**src/rtl/pzbcm_sram_fifo_controller_pkg.sv**
```systemverilog
// Width helpers shared by the SRAM FIFO controller, its interface and its pointer sub-module.
package pzbcm_sram_fifo_pkg;

    function automatic int unsigned calc_pointer_width(int unsigned words);
        return (words > 1) ? $clog2(words) : 1;
    endfunction

    // Occupancy must be able to hold the value WORDS itself, hence words + 1.
    function automatic int unsigned calc_count_width(int unsigned words);
        return $clog2(words + 1);
    endfunction

endpackage

```
**src/rtl/pzbcm_sram_fifo_controller_if.sv**
```systemverilog
// Push/SRAM/pop signal bundle of the SRAM FIFO controller.
// Status signals exist only when PZBCM_SRAM_FIFO_CONTROLLER_STATUS_EN is defined.
interface pzbcm_sram_fifo_controller_if
    import pzbcm_sram_fifo_pkg::*;
#(
    parameter int unsigned WORDS      = 8,
    parameter int unsigned DATA_WIDTH = 8
);
    localparam int unsigned PW = calc_pointer_width(WORDS);

    logic                  i_push_valid;
    logic                  o_push_ready;
    logic [DATA_WIDTH-1:0] i_push_data;
    logic                  o_write_valid;
    logic                  i_write_ready;
    logic [PW-1:0]         o_write_pointer;
    logic [DATA_WIDTH-1:0] o_write_data;
    logic                  o_read_valid;
    logic                  i_read_ready;
    logic [PW-1:0]         o_read_pointer;
    logic                  i_pop;
    logic                  o_empty;
    logic                  o_full;

`ifdef PZBCM_SRAM_FIFO_CONTROLLER_STATUS_EN
    localparam int unsigned CW = calc_count_width(WORDS);

    logic [CW-1:0]         o_word_count;
    logic                  o_almost_full;

    modport master (
        input  i_push_valid, i_push_data, i_write_ready, i_read_ready, i_pop,
        output o_push_ready, o_write_valid, o_write_pointer, o_write_data,
        output o_read_valid, o_read_pointer, o_empty, o_full,
        output o_word_count, o_almost_full
    );

    modport slave (
        output i_push_valid, i_push_data, i_write_ready, i_read_ready, i_pop,
        input  o_push_ready, o_write_valid, o_write_pointer, o_write_data,
        input  o_read_valid, o_read_pointer, o_empty, o_full,
        input  o_word_count, o_almost_full
    );
`else
    modport master (
        input  i_push_valid, i_push_data, i_write_ready, i_read_ready, i_pop,
        output o_push_ready, o_write_valid, o_write_pointer, o_write_data,
        output o_read_valid, o_read_pointer, o_empty, o_full
    );

    modport slave (
        output i_push_valid, i_push_data, i_write_ready, i_read_ready, i_pop,
        input  o_push_ready, o_write_valid, o_write_pointer, o_write_data,
        input  o_read_valid, o_read_pointer, o_empty, o_full
    );
`endif

endinterface

```
**src/rtl/pzbcm_sram_fifo_controller_pointer.sv**
```systemverilog
// Wrap-around SRAM address pointer (WORDS-1 -> 0) with increment, synchronous clear
// and asynchronous active-high reset.
module pzbcm_sram_fifo_pointer
    import pzbcm_sram_fifo_pkg::*;
#(
    parameter  int unsigned WORDS = 8,
    localparam int unsigned PW    = calc_pointer_width(WORDS)
)(
    input  logic          i_clk,
    input  logic          i_rst,
    input  logic          i_clear,
    input  logic          i_increment,
    output logic [PW-1:0] o_pointer
);
    logic [PW-1:0] pointer_q;
    logic [PW-1:0] pointer_d;

    // WORDS need not be a power of two, so the wrap is an explicit compare.
    always_comb begin
        pointer_d = pointer_q;
        if (i_increment) begin
            if (pointer_q == PW'(WORDS - 1)) begin
                pointer_d = '0;
            end else begin
                pointer_d = pointer_q + PW'(1);
            end
        end
    end

    always_ff @(posedge i_clk or posedge i_rst) begin
        if (i_rst) begin
            pointer_q <= '0;
        end else if (i_clear) begin
            pointer_q <= '0;
        end else begin
            pointer_q <= pointer_d;
        end
    end

    assign o_pointer = pointer_q;

endmodule

```
**src/rtl/pzbcm_sram_fifo_controller.sv**
```systemverilog
// Pointer/occupancy controller turning a pzbcm_sram macro into a FIFO.
// Optional status outputs under PZBCM_SRAM_FIFO_CONTROLLER_STATUS_EN.
module pzbcm_sram_fifo_controller
    import pzbcm_sram_fifo_pkg::*;
#(
    parameter int unsigned WORDS                 = 8,
    parameter int unsigned DATA_WIDTH            = 8,
    parameter int unsigned ALMOST_FULL_THRESHOLD = WORDS - 2
)(
    input logic                           i_clk,
    input logic                           i_rst,
    input logic                           i_clear,
    pzbcm_sram_fifo_controller_if.master  fifo_if
);
    localparam int unsigned PW = calc_pointer_width(WORDS);
    localparam int unsigned CW = calc_count_width(WORDS);

    logic [CW-1:0]         occupancy_q;
    logic [CW-1:0]         occupancy_d;
    logic [CW-1:0]         unread_q;
    logic [CW-1:0]         unread_d;
    logic                  full;
    logic                  empty;
    logic                  push;
    logic                  read;
    logic                  pop;
    logic [PW-1:0]         write_pointer;
    logic [PW-1:0]         read_pointer;
    logic [DATA_WIDTH-1:0] push_data;

    // Full comes from registered occupancy only: a pop never frees a slot in the same cycle.
    assign full  = (occupancy_q == CW'(WORDS));
    assign empty = (occupancy_q == '0);

    assign push_data              = fifo_if.i_push_data;
    assign fifo_if.o_write_data    = push_data;
    assign fifo_if.o_write_valid   = fifo_if.i_push_valid && !full;
    assign fifo_if.o_push_ready    = !full && fifo_if.i_write_ready;
    assign fifo_if.o_write_pointer = write_pointer;
    assign fifo_if.o_read_valid    = (unread_q != '0);
    assign fifo_if.o_read_pointer  = read_pointer;
    assign fifo_if.o_empty         = empty;
    assign fifo_if.o_full          = full;

    assign push = fifo_if.i_push_valid && fifo_if.o_push_ready;
    assign read = fifo_if.o_read_valid && fifo_if.i_read_ready;
    assign pop  = fifo_if.i_pop && !empty;

    pzbcm_sram_fifo_pointer #(
        .WORDS (WORDS)
    ) u_write_pointer (
        .i_clk       (i_clk),
        .i_rst       (i_rst),
        .i_clear     (i_clear),
        .i_increment (push),
        .o_pointer   (write_pointer)
    );

    pzbcm_sram_fifo_pointer #(
        .WORDS (WORDS)
    ) u_read_pointer (
        .i_clk       (i_clk),
        .i_rst       (i_rst),
        .i_clear     (i_clear),
        .i_increment (read),
        .o_pointer   (read_pointer)
    );

    always_comb begin
        occupancy_d = occupancy_q;
        if (push && !pop) begin
            occupancy_d = occupancy_q + CW'(1);
        end else if (!push && pop) begin
            occupancy_d = occupancy_q - CW'(1);
        end
    end

    always_comb begin
        unread_d = unread_q;
        if (push && !read) begin
            unread_d = unread_q + CW'(1);
        end else if (!push && read) begin
            unread_d = unread_q - CW'(1);
        end
    end

    always_ff @(posedge i_clk or posedge i_rst) begin
        if (i_rst) begin
            occupancy_q <= '0;
            unread_q    <= '0;
        end else if (i_clear) begin
            occupancy_q <= '0;
            unread_q    <= '0;
        end else begin
            occupancy_q <= occupancy_d;
            unread_q    <= unread_d;
        end
    end

`ifdef PZBCM_SRAM_FIFO_CONTROLLER_STATUS_EN
    assign fifo_if.o_word_count  = occupancy_q;
    assign fifo_if.o_almost_full = (occupancy_q >= CW'(ALMOST_FULL_THRESHOLD));
`endif

    // A pop with nothing stored means the consumer and this controller disagree.
    assert property (@(posedge i_clk) disable iff (i_rst) !(fifo_if.i_pop && empty));

endmodule

```
**src/flat_wrapper.sv**
```systemverilog
// flat-port wrapper written by rule: the top's interface ports become plain ports
module pzbcm_sram_fifo_controller_flat import pzbcm_sram_fifo_pkg::*;
#(
    parameter int unsigned WORDS                 = 8,
    parameter int unsigned DATA_WIDTH            = 8,
    parameter int unsigned ALMOST_FULL_THRESHOLD = WORDS - 2
)
  (i_clk, i_rst, i_clear, fifo_if_i_push_valid, fifo_if_i_push_data, fifo_if_i_write_ready, fifo_if_i_read_ready, fifo_if_i_pop, fifo_if_o_push_ready, fifo_if_o_write_valid, fifo_if_o_write_pointer, fifo_if_o_write_data, fifo_if_o_read_valid, fifo_if_o_read_pointer, fifo_if_o_empty, fifo_if_o_full);
  pzbcm_sram_fifo_controller_if #(.WORDS(WORDS), .DATA_WIDTH(DATA_WIDTH)) fifo_if_i ();
  input logic i_clk;
  input logic i_rst;
  input logic i_clear;
  input wire logic [$bits(fifo_if_i.i_push_valid)-1:0] fifo_if_i_push_valid;
  input wire logic [$bits(fifo_if_i.i_push_data)-1:0] fifo_if_i_push_data;
  input wire logic [$bits(fifo_if_i.i_write_ready)-1:0] fifo_if_i_write_ready;
  input wire logic [$bits(fifo_if_i.i_read_ready)-1:0] fifo_if_i_read_ready;
  input wire logic [$bits(fifo_if_i.i_pop)-1:0] fifo_if_i_pop;
  output wire logic [$bits(fifo_if_i.o_push_ready)-1:0] fifo_if_o_push_ready;
  output wire logic [$bits(fifo_if_i.o_write_valid)-1:0] fifo_if_o_write_valid;
  output wire logic [$bits(fifo_if_i.o_write_pointer)-1:0] fifo_if_o_write_pointer;
  output wire logic [$bits(fifo_if_i.o_write_data)-1:0] fifo_if_o_write_data;
  output wire logic [$bits(fifo_if_i.o_read_valid)-1:0] fifo_if_o_read_valid;
  output wire logic [$bits(fifo_if_i.o_read_pointer)-1:0] fifo_if_o_read_pointer;
  output wire logic [$bits(fifo_if_i.o_empty)-1:0] fifo_if_o_empty;
  output wire logic [$bits(fifo_if_i.o_full)-1:0] fifo_if_o_full;
  assign fifo_if_i.i_push_valid = fifo_if_i_push_valid;
  assign fifo_if_i.i_push_data = fifo_if_i_push_data;
  assign fifo_if_i.i_write_ready = fifo_if_i_write_ready;
  assign fifo_if_i.i_read_ready = fifo_if_i_read_ready;
  assign fifo_if_i.i_pop = fifo_if_i_pop;
  assign fifo_if_o_push_ready = fifo_if_i.o_push_ready;
  assign fifo_if_o_write_valid = fifo_if_i.o_write_valid;
  assign fifo_if_o_write_pointer = fifo_if_i.o_write_pointer;
  assign fifo_if_o_write_data = fifo_if_i.o_write_data;
  assign fifo_if_o_read_valid = fifo_if_i.o_read_valid;
  assign fifo_if_o_read_pointer = fifo_if_i.o_read_pointer;
  assign fifo_if_o_empty = fifo_if_i.o_empty;
  assign fifo_if_o_full = fifo_if_i.o_full;
  pzbcm_sram_fifo_controller #(.WORDS(WORDS), .DATA_WIDTH(DATA_WIDTH), .ALMOST_FULL_THRESHOLD(ALMOST_FULL_THRESHOLD)) u_core (.i_clk(i_clk), .i_rst(i_rst), .i_clear(i_clear), .fifo_if(fifo_if_i));
endmodule
```
**config.mk**
```make
export PLATFORM = sky130hd
export DESIGN_NAME = pzbcm_sram_fifo_controller_flat
export DESIGN_NICKNAME = d
export VERILOG_FILES = /design/src/rtl/pzbcm_sram_fifo_controller_pkg.sv /design/src/rtl/pzbcm_sram_fifo_controller_if.sv /design/src/rtl/pzbcm_sram_fifo_controller_pointer.sv /design/src/rtl/pzbcm_sram_fifo_controller.sv /design/src/flat_wrapper.sv
export SDC_FILE = /design/constraint.sdc
export NUM_CORES = 1
export LEC_CHECK = 0
export ABC_AREA = 1
export CORE_ASPECT_RATIO = 0.9
export CORE_MARGIN = 5
export CORE_UTILIZATION = 41
export DETAILED_ROUTE_END_ITERATION = 10
export GPL_ROUTABILITY_DRIVEN = 0
export PLACE_DENSITY = 0.75
export SYNTH_ARGS = -nofsm -noshare
export SYNTH_HDL_FRONTEND = slang
export SYNTH_SLANG_ARGS = --single-unit
```
**constraint.sdc**
```tcl
create_clock -name i_clk -period 2 [get_ports i_clk]
set_input_delay 0.3 -clock i_clk [delete_from_list [all_inputs] [get_ports i_clk]]
set_output_delay 0.3 -clock i_clk [all_outputs]
set_load 0.02 [all_outputs]
```
# After elaboration in Yosys (flattened, before gate mapping)
# Cells that the tools add are included.
[word_totals]
regBits = 14
word_cells = 45
input_bits = 15
[op_classes]
eq_ne = 3
n_mux = 12
n_addsub = 6
reduce_logical = 20
[ops]
columns = ["cell", "count"]
rows = [
  ["4-bit two-way mux", 6],
  ["3-bit two-way mux", 6],
  ["1-bit logical AND", 9],
  ["4-bit by 1-bit adder with 4-bit output, second input constant", 2],
  ["4-bit by 1-bit subtractor with 4-bit output, second input constant", 2],
  ["3-bit by 1-bit adder with 3-bit output, second input constant", 2],
  ["3-bit == test, second input constant", 2],
  ["3-bit nonzero test", 2],
  ["1-bit logical NOT", 5],
  ["4-bit == test, second input constant", 1],
  ["4-bit logical NOT", 1],
  ["2-bit nonzero test", 2],
  ["4-bit nonzero test", 1],
]

# Longest topological paths before layout
[logic_depth]
word_depth = 9
mapped_depth = 15

# Hierarchy
# A second synthesis with hierarchy kept.
[hier_totals]
hier_cells = 144
hier_area_um2 = 1113.6
[by_module_without_submodules]
columns = ["mod", "area_per_inst_um2", "seq_area_each_um2", "cells_each", "instances"]
rows = [
  ["pzbcm_sram_fifo_controller", 803.3, 200.2, 108, 1],
  ["pzbcm_sram_fifo_pointer", 155.1, 75.1, 18, 2],
]

# Worst setup path after synthesis
# No wires, ideal clock.
[synth_path]
path_kind = "register to register"
from = "register u_core.unread_q[3]"
to = "register u_core.unread_q[3]"
n_path_buf = 0
setup_time_ps = 116
t_arrival_ps = 1906
required_ps = 1884
path_slack_ps = -23
path_stages_with_launch = 16
path_cell_list = "dfrtp_1 nor2_1 nand3_2 nand2_2 inv_2 nor2_8 inv_4 ha_1 a21oi_1 nand2_1 xor2_1 inv_1 nand2_1 nand2_1 nand2_1 nand2_1"
[synth_between]
elab_chain_len = 6
elab_cells_between_ends = 11
[synth_lines]
columns = ["element", "line_no", "source"]
rows = [
  ["start: declaration", "pzbcm_sram_fifo_controller.sv:20", "logic [CW-1:0] unread_q;"],
  ["start signal: assignment", "pzbcm_sram_fifo_controller.sv:96", "unread_q <= unread_d;"],
  ["4-bit nonzero test (*)", "pzbcm_sram_fifo_controller.sv:40", "assign fifo_if.o_read_valid = (unread_q != '0);"],
  ["via fifo_if_o_read_valid", "flat_wrapper.sv:22", "output wire logic [$bits(fifo_if_i.o_read_valid)-1:0] fifo_if_o_read_valid;"],
  ["1-bit logical AND (*)", "pzbcm_sram_fifo_controller.sv:46", "assign read = fifo_if.o_read_valid && fifo_if.i_read_ready;"],
  ["1-bit logical NOT", "pzbcm_sram_fifo_controller.sv:80", "if (push && !read) begin"],
  ["1-bit logical AND", "pzbcm_sram_fifo_controller.sv:80", ""],
  ["4-bit two-way mux", "pzbcm_sram_fifo_controller.sv:80", ""],
  ["4-bit two-way mux", "pzbcm_sram_fifo_controller.sv:91", "end else if (i_clear) begin"],
]
# The timed path passes the listed nets; every way through them passes the cells marked *. The select of a mux whose other input is x is not followed.
# A chain may end at the register's enable or synchronous reset.

# Worst setup path after layout
[layout_path]
from = "register u_core.occupancy_q[3]"
to = "register u_core.unread_q[3]"
[layout_between]
elab_chain_len = 7
elab_cells_between_ends = 10
[layout_lines]
columns = ["element", "line_no", "source"]
rows = [
  ["start: declaration", "pzbcm_sram_fifo_controller.sv:18", "logic [CW-1:0] occupancy_q;"],
  ["start signal: assignment", "pzbcm_sram_fifo_controller.sv:95", "occupancy_q <= occupancy_d;"],
  ["4-bit == test (*)", "pzbcm_sram_fifo_controller.sv:32", "assign full = (occupancy_q == CW'(WORDS));"],
  ["1-bit logical NOT (*)", "pzbcm_sram_fifo_controller.sv:38", "assign fifo_if.o_push_ready = !full && fifo_if.i_write_ready;"],
  ["1-bit logical AND (*)", "pzbcm_sram_fifo_controller.sv:38", ""],
  ["1-bit logical AND (*)", "pzbcm_sram_fifo_controller.sv:45", "assign push = fifo_if.i_push_valid && fifo_if.o_push_ready;"],
  ["1-bit logical AND or 1-bit logical NOT (tied branches)", "pzbcm_sram_fifo_controller.sv:80, pzbcm_sram_fifo_controller.sv:82", ""],
  ["4-bit two-way mux or 1-bit logical AND (tied branches)", "pzbcm_sram_fifo_controller.sv:80, pzbcm_sram_fifo_controller.sv:82", ""],
  ["4-bit two-way mux or 3-bit nonzero test (tied branches)", "n/a", ""],
]
# Mark *: on every way between the ends. The rest lies on a longest branch, timed or not.

==> flow_metrics.env <==
export IMPL_ioPinCount=34
export IMPL_hpwl_um=1800
export IMPL_drive_above_1_share_pct=28.0
export IMPL_finalSetupTns_ps=0
export IMPL_drc_errors=0
export IMPL_cp_start_kind="flip-flop"
export IMPL_synth_edff_count=0
export IMPL_htreeDepth=1
export IMPL_first_global_vias=971
export IMPL_holdBufCountCts=0
export IMPL_syn_cell_area_um2=1090
export IMPL_timing_final_crit_period_ps=1900
export IMPL_ys_warn_count=0
export IMPL_root_buffer="clkbuf_4"
export IMPL_status="complete, no violations"
export IMPL_slew_headroom_pct=63.3
export IMPL_port_buffers=17
export IMPL_wl_per_cell_um=12.0
export IMPL_pwr_density_cell_nw_per_um2=1460
export IMPL_setup_viol=0
export IMPL_cp_required_ps=2180
export IMPL_antenna_left=0
export IMPL_die_area_um2=3790
export IMPL_routed_wirelength_um=2220
export IMPL_avgSynthCellArea_um2=8.25
export IMPL_track_usage_pct=13.0
export IMPL_rows=17
export IMPL_synthDistinctLibCells=28
export IMPL_grt_overflow_total=0
export IMPL_drt_first_pass_iters=4
export IMPL_leakagePower_nw=0.738
export IMPL_nets=183
export IMPL_post_place_ws_ps=-187
export IMPL_dp_cells=180
export IMPL_die_h_um=58.9
export IMPL_grt_max_degree=15
export IMPL_clk_path_buf_depth=2
export IMPL_antenna_found_initial=0
export IMPL_syn_nets=157
export IMPL_num_vias=925
export IMPL_finalMaxSlewViolations=0
export IMPL_cap_viol_max_count=0
export IMPL_critPathKind="flip-flop to flip-flop"
export IMPL_worstMarginPinSlew_ps=549
export IMPL_fin_cells=185
export IMPL_finClkSkew_ps=4.24
export IMPL_critical_path_endpoint_type="flip-flop"
export IMPL_drt_iter0_drc=30
export IMPL_syn2layout_area_growth_pct=27.9
export IMPL_max_vdd_ir_drop_uv=851
export IMPL_clk_transition_reported_paths_ps=90
export IMPL_core_area_um2=2490
export IMPL_grt_pass1_wl_um=3990
export IMPL_routed_via_density=5.00
export IMPL_diodes=0
export IMPL_synth_async_reset_ratio_pct=100
export IMPL_tritoncts="built"
export IMPL_arrival_ps=2080
export IMPL_fillers=231
export IMPL_ys_seq_area_share_pct=32.2
export IMPL_period_share_pct=95.0
export IMPL_cts_made_buffers=3
export IMPL_clock_fmax_mhz=526
export IMPL_ys_ff_latch=14
export IMPL_synthCells=132
export IMPL_hp_class="input port to asynchronous set/reset pin"
export IMPL_finalHoldViolCount=0
export IMPL_cts_sinks=14
export IMPL_synth_ff_type="dfrtp_1"
export IMPL_start_util_pct=43.7
export IMPL_path_max_fanout=5
export IMPL_ff2ff_setup_slack_ps=100
export IMPL_clock_latency_ps=280
export IMPL_rsz0062_at_grt="true"
export IMPL_die_w_um=64.3
export IMPL_setup_ws_ps=100
synth_stat cells (2+ instances only):
| library cell | instances | area (µm²) |
|---|---|---|
| nand2_1 | 33 | 124 |
| dfrtp_1 | 14 | 350 |
| inv_1 | 14 | 52.6 |
| buf_4 | 8 | 60.1 |
| ha_1 | 8 | 100 |
| nand3_1 | 8 | 40.0 |
| nor2_1 | 7 | 26.3 |
| a21oi_1 | 4 | 20.0 |
| inv_2 | 4 | 15.0 |
| nand2_2 | 3 | 18.8 |
| nand3_2 | 3 | 30.0 |
| a21oi_2 | 2 | 17.5 |
| fa_1 | 2 | 40.0 |
| nand2_4 | 2 | 22.5 |
| nand4_1 | 2 | 12.5 |
| nor2_2 | 2 | 12.5 |
| nor2_4 | 2 | 22.5 |
| o21ai_0 | 2 | 10.0 |
| o22ai_1 | 2 | 12.5 |
| xor2_1 | 2 | 17.5 |
final cells by class:
class                   count  area (µm²)  share of cell area [%]
multi-input cells          90         629                    45.2
flip-flops and latches     14         352                    25.2
repair buffers             29         263                    18.9
inverters                  20        77.6                    5.57
clock buffers               4        36.3                    2.61
well taps                  28        35.0                    2.52
stage by stage:
stage / power [mW] / utilization, % / instance area, µm² / hold slack, ps
after floorplan: 1.36 / - / 1100 / 189
after global placement: 1.73 / 53.4 / 1330 / 492
after detailed placement: 1.78 / 53.4 / 1330 / 501
after CTS: 1.98 / 54.8 / 1360 / 379
after global routing: 2.23 / 56.0 / 1390 / 409
final: 2.03 / 56.0 / 1390 / 360
cell families after synthesis:
logic type / share of synthesized area, %
flip-flops: 32.2
XOR/XNOR: 2.41
adder cells (fa/ha/maj): 12.9
AND/OR/NAND/NOR: 31.8
buffers and inverters: 12.6
AO/OA/AOI/OAI: 8.05
worst max-delay path: stages (launching register included):
cell	delay, ps
dfrtp_1	450
inv_2	110
nor2_4	50
nand2_4	70
nand3_4	90
nor2_8	140
inv_4	50
ha_4	260
nand3_1	70
nand2_1	110
xor2_2	170
inv_1	50
nand2_1	50
nand2_1	40
nand2_1	50
nand2_1	40
report_power, final:
part,internal (mW),switching [mW],total (mW)
combinational,0.595,0.722,1.32
sequential,0.385,0.122,0.507
clock,0.111,0.0931,0.204
worst paths after layout:
kind	start	endpoint	cells after the start
worst max-delay path	u_core.occupancy_q[3]$_DFFE_PP0P_	u_core.unread_q[3]$_DFFE_PP0P_	15
worst min register to register	u_core.u_write_pointer.o_pointer[0]$_DFFE_PP0P_	u_core.u_write_pointer.o_pointer[0]$_DFFE_PP0P_	1
worst max register to register	u_core.occupancy_q[3]$_DFFE_PP0P_	u_core.unread_q[3]$_DFFE_PP0P_	15
worst min-delay path	i_rst	u_core.unread_q[2]$_DFFE_PP0P_	2
max in group asynchronous	i_rst	u_core.occupancy_q[0]$_DFFE_PP0P_	2
min in group i_clk	u_core.u_write_pointer.o_pointer[0]$_DFFE_PP0P_	u_core.u_write_pointer.o_pointer[0]$_DFFE_PP0P_	1
flip-flops by register name, indices dropped and copies added (netlist names):
signal,cells
u_core.occupancy_q,4
u_core.u_read_pointer.o_pointer,3
u_core.u_write_pointer.o_pointer,3
u_core.unread_q,4
cells in the final DEF, fill, tap and decap left out:
cell type        synthesis  routed
nand4_1                  2       2
nand2_4                  2       2
inv_2                    4       5
a21oi_2                  2       2
a21oi_4                  1       1
nor2_2                   2       3
a21oi_1                  4       4
nor2_1                   7       6
clkinv_1                 1       1
xnor2_1                  1       1
clkbuf_8                 0       1
nor2_4                   2       2
o22ai_1                  2       2
dfrtp_2                  0       1
buf_4                    8      12
clkdlybuf4s50_1          0      13
dlygate4sd2_1            0       2
fa_1                     2       2
inv_4                    1       1
a31oi_2                  0       1
inv_1                   14      13
nand2_1                 33      33
nand3_4                  1       1
nor2_8                   1       1
nand2_2                  3       3
nand3_1                  8       8
xor2_1                   2       1
ha_1                     8       7
clkbuf_4                 0       3
ha_4                     0       1
xor2_2                   0       1
o21ai_0                  2       2
dlymetal6s2s_1           0       2
dfrtp_1                 14      13
o21ai_1                  1       1
nand3_2                  3       3
per-layer routing:
| metal | up-vias | global-route usage [%] | wire (µm) |
|---|---|---|---|
| met5 | - | 0 | 0 |
| met4 | 0 | 2.03 | 4 |
| met3 | 2 | 4.39 | 106 |
| met2 | 14 | 24.3 | 1200 |
| met1 | 447 | 14.5 | 906 |
| li1 | 462 | - | - |
repair_timing:
item / CTS / global route
pin swaps: 0 / 1
resized for setup: 2 / 7
endpoints found under the setup margin: 2 / 4
buffers inserted: 0 / 1
gates cloned: 0 / 0
Note: power is estimated with default switching activity, not from simulation.
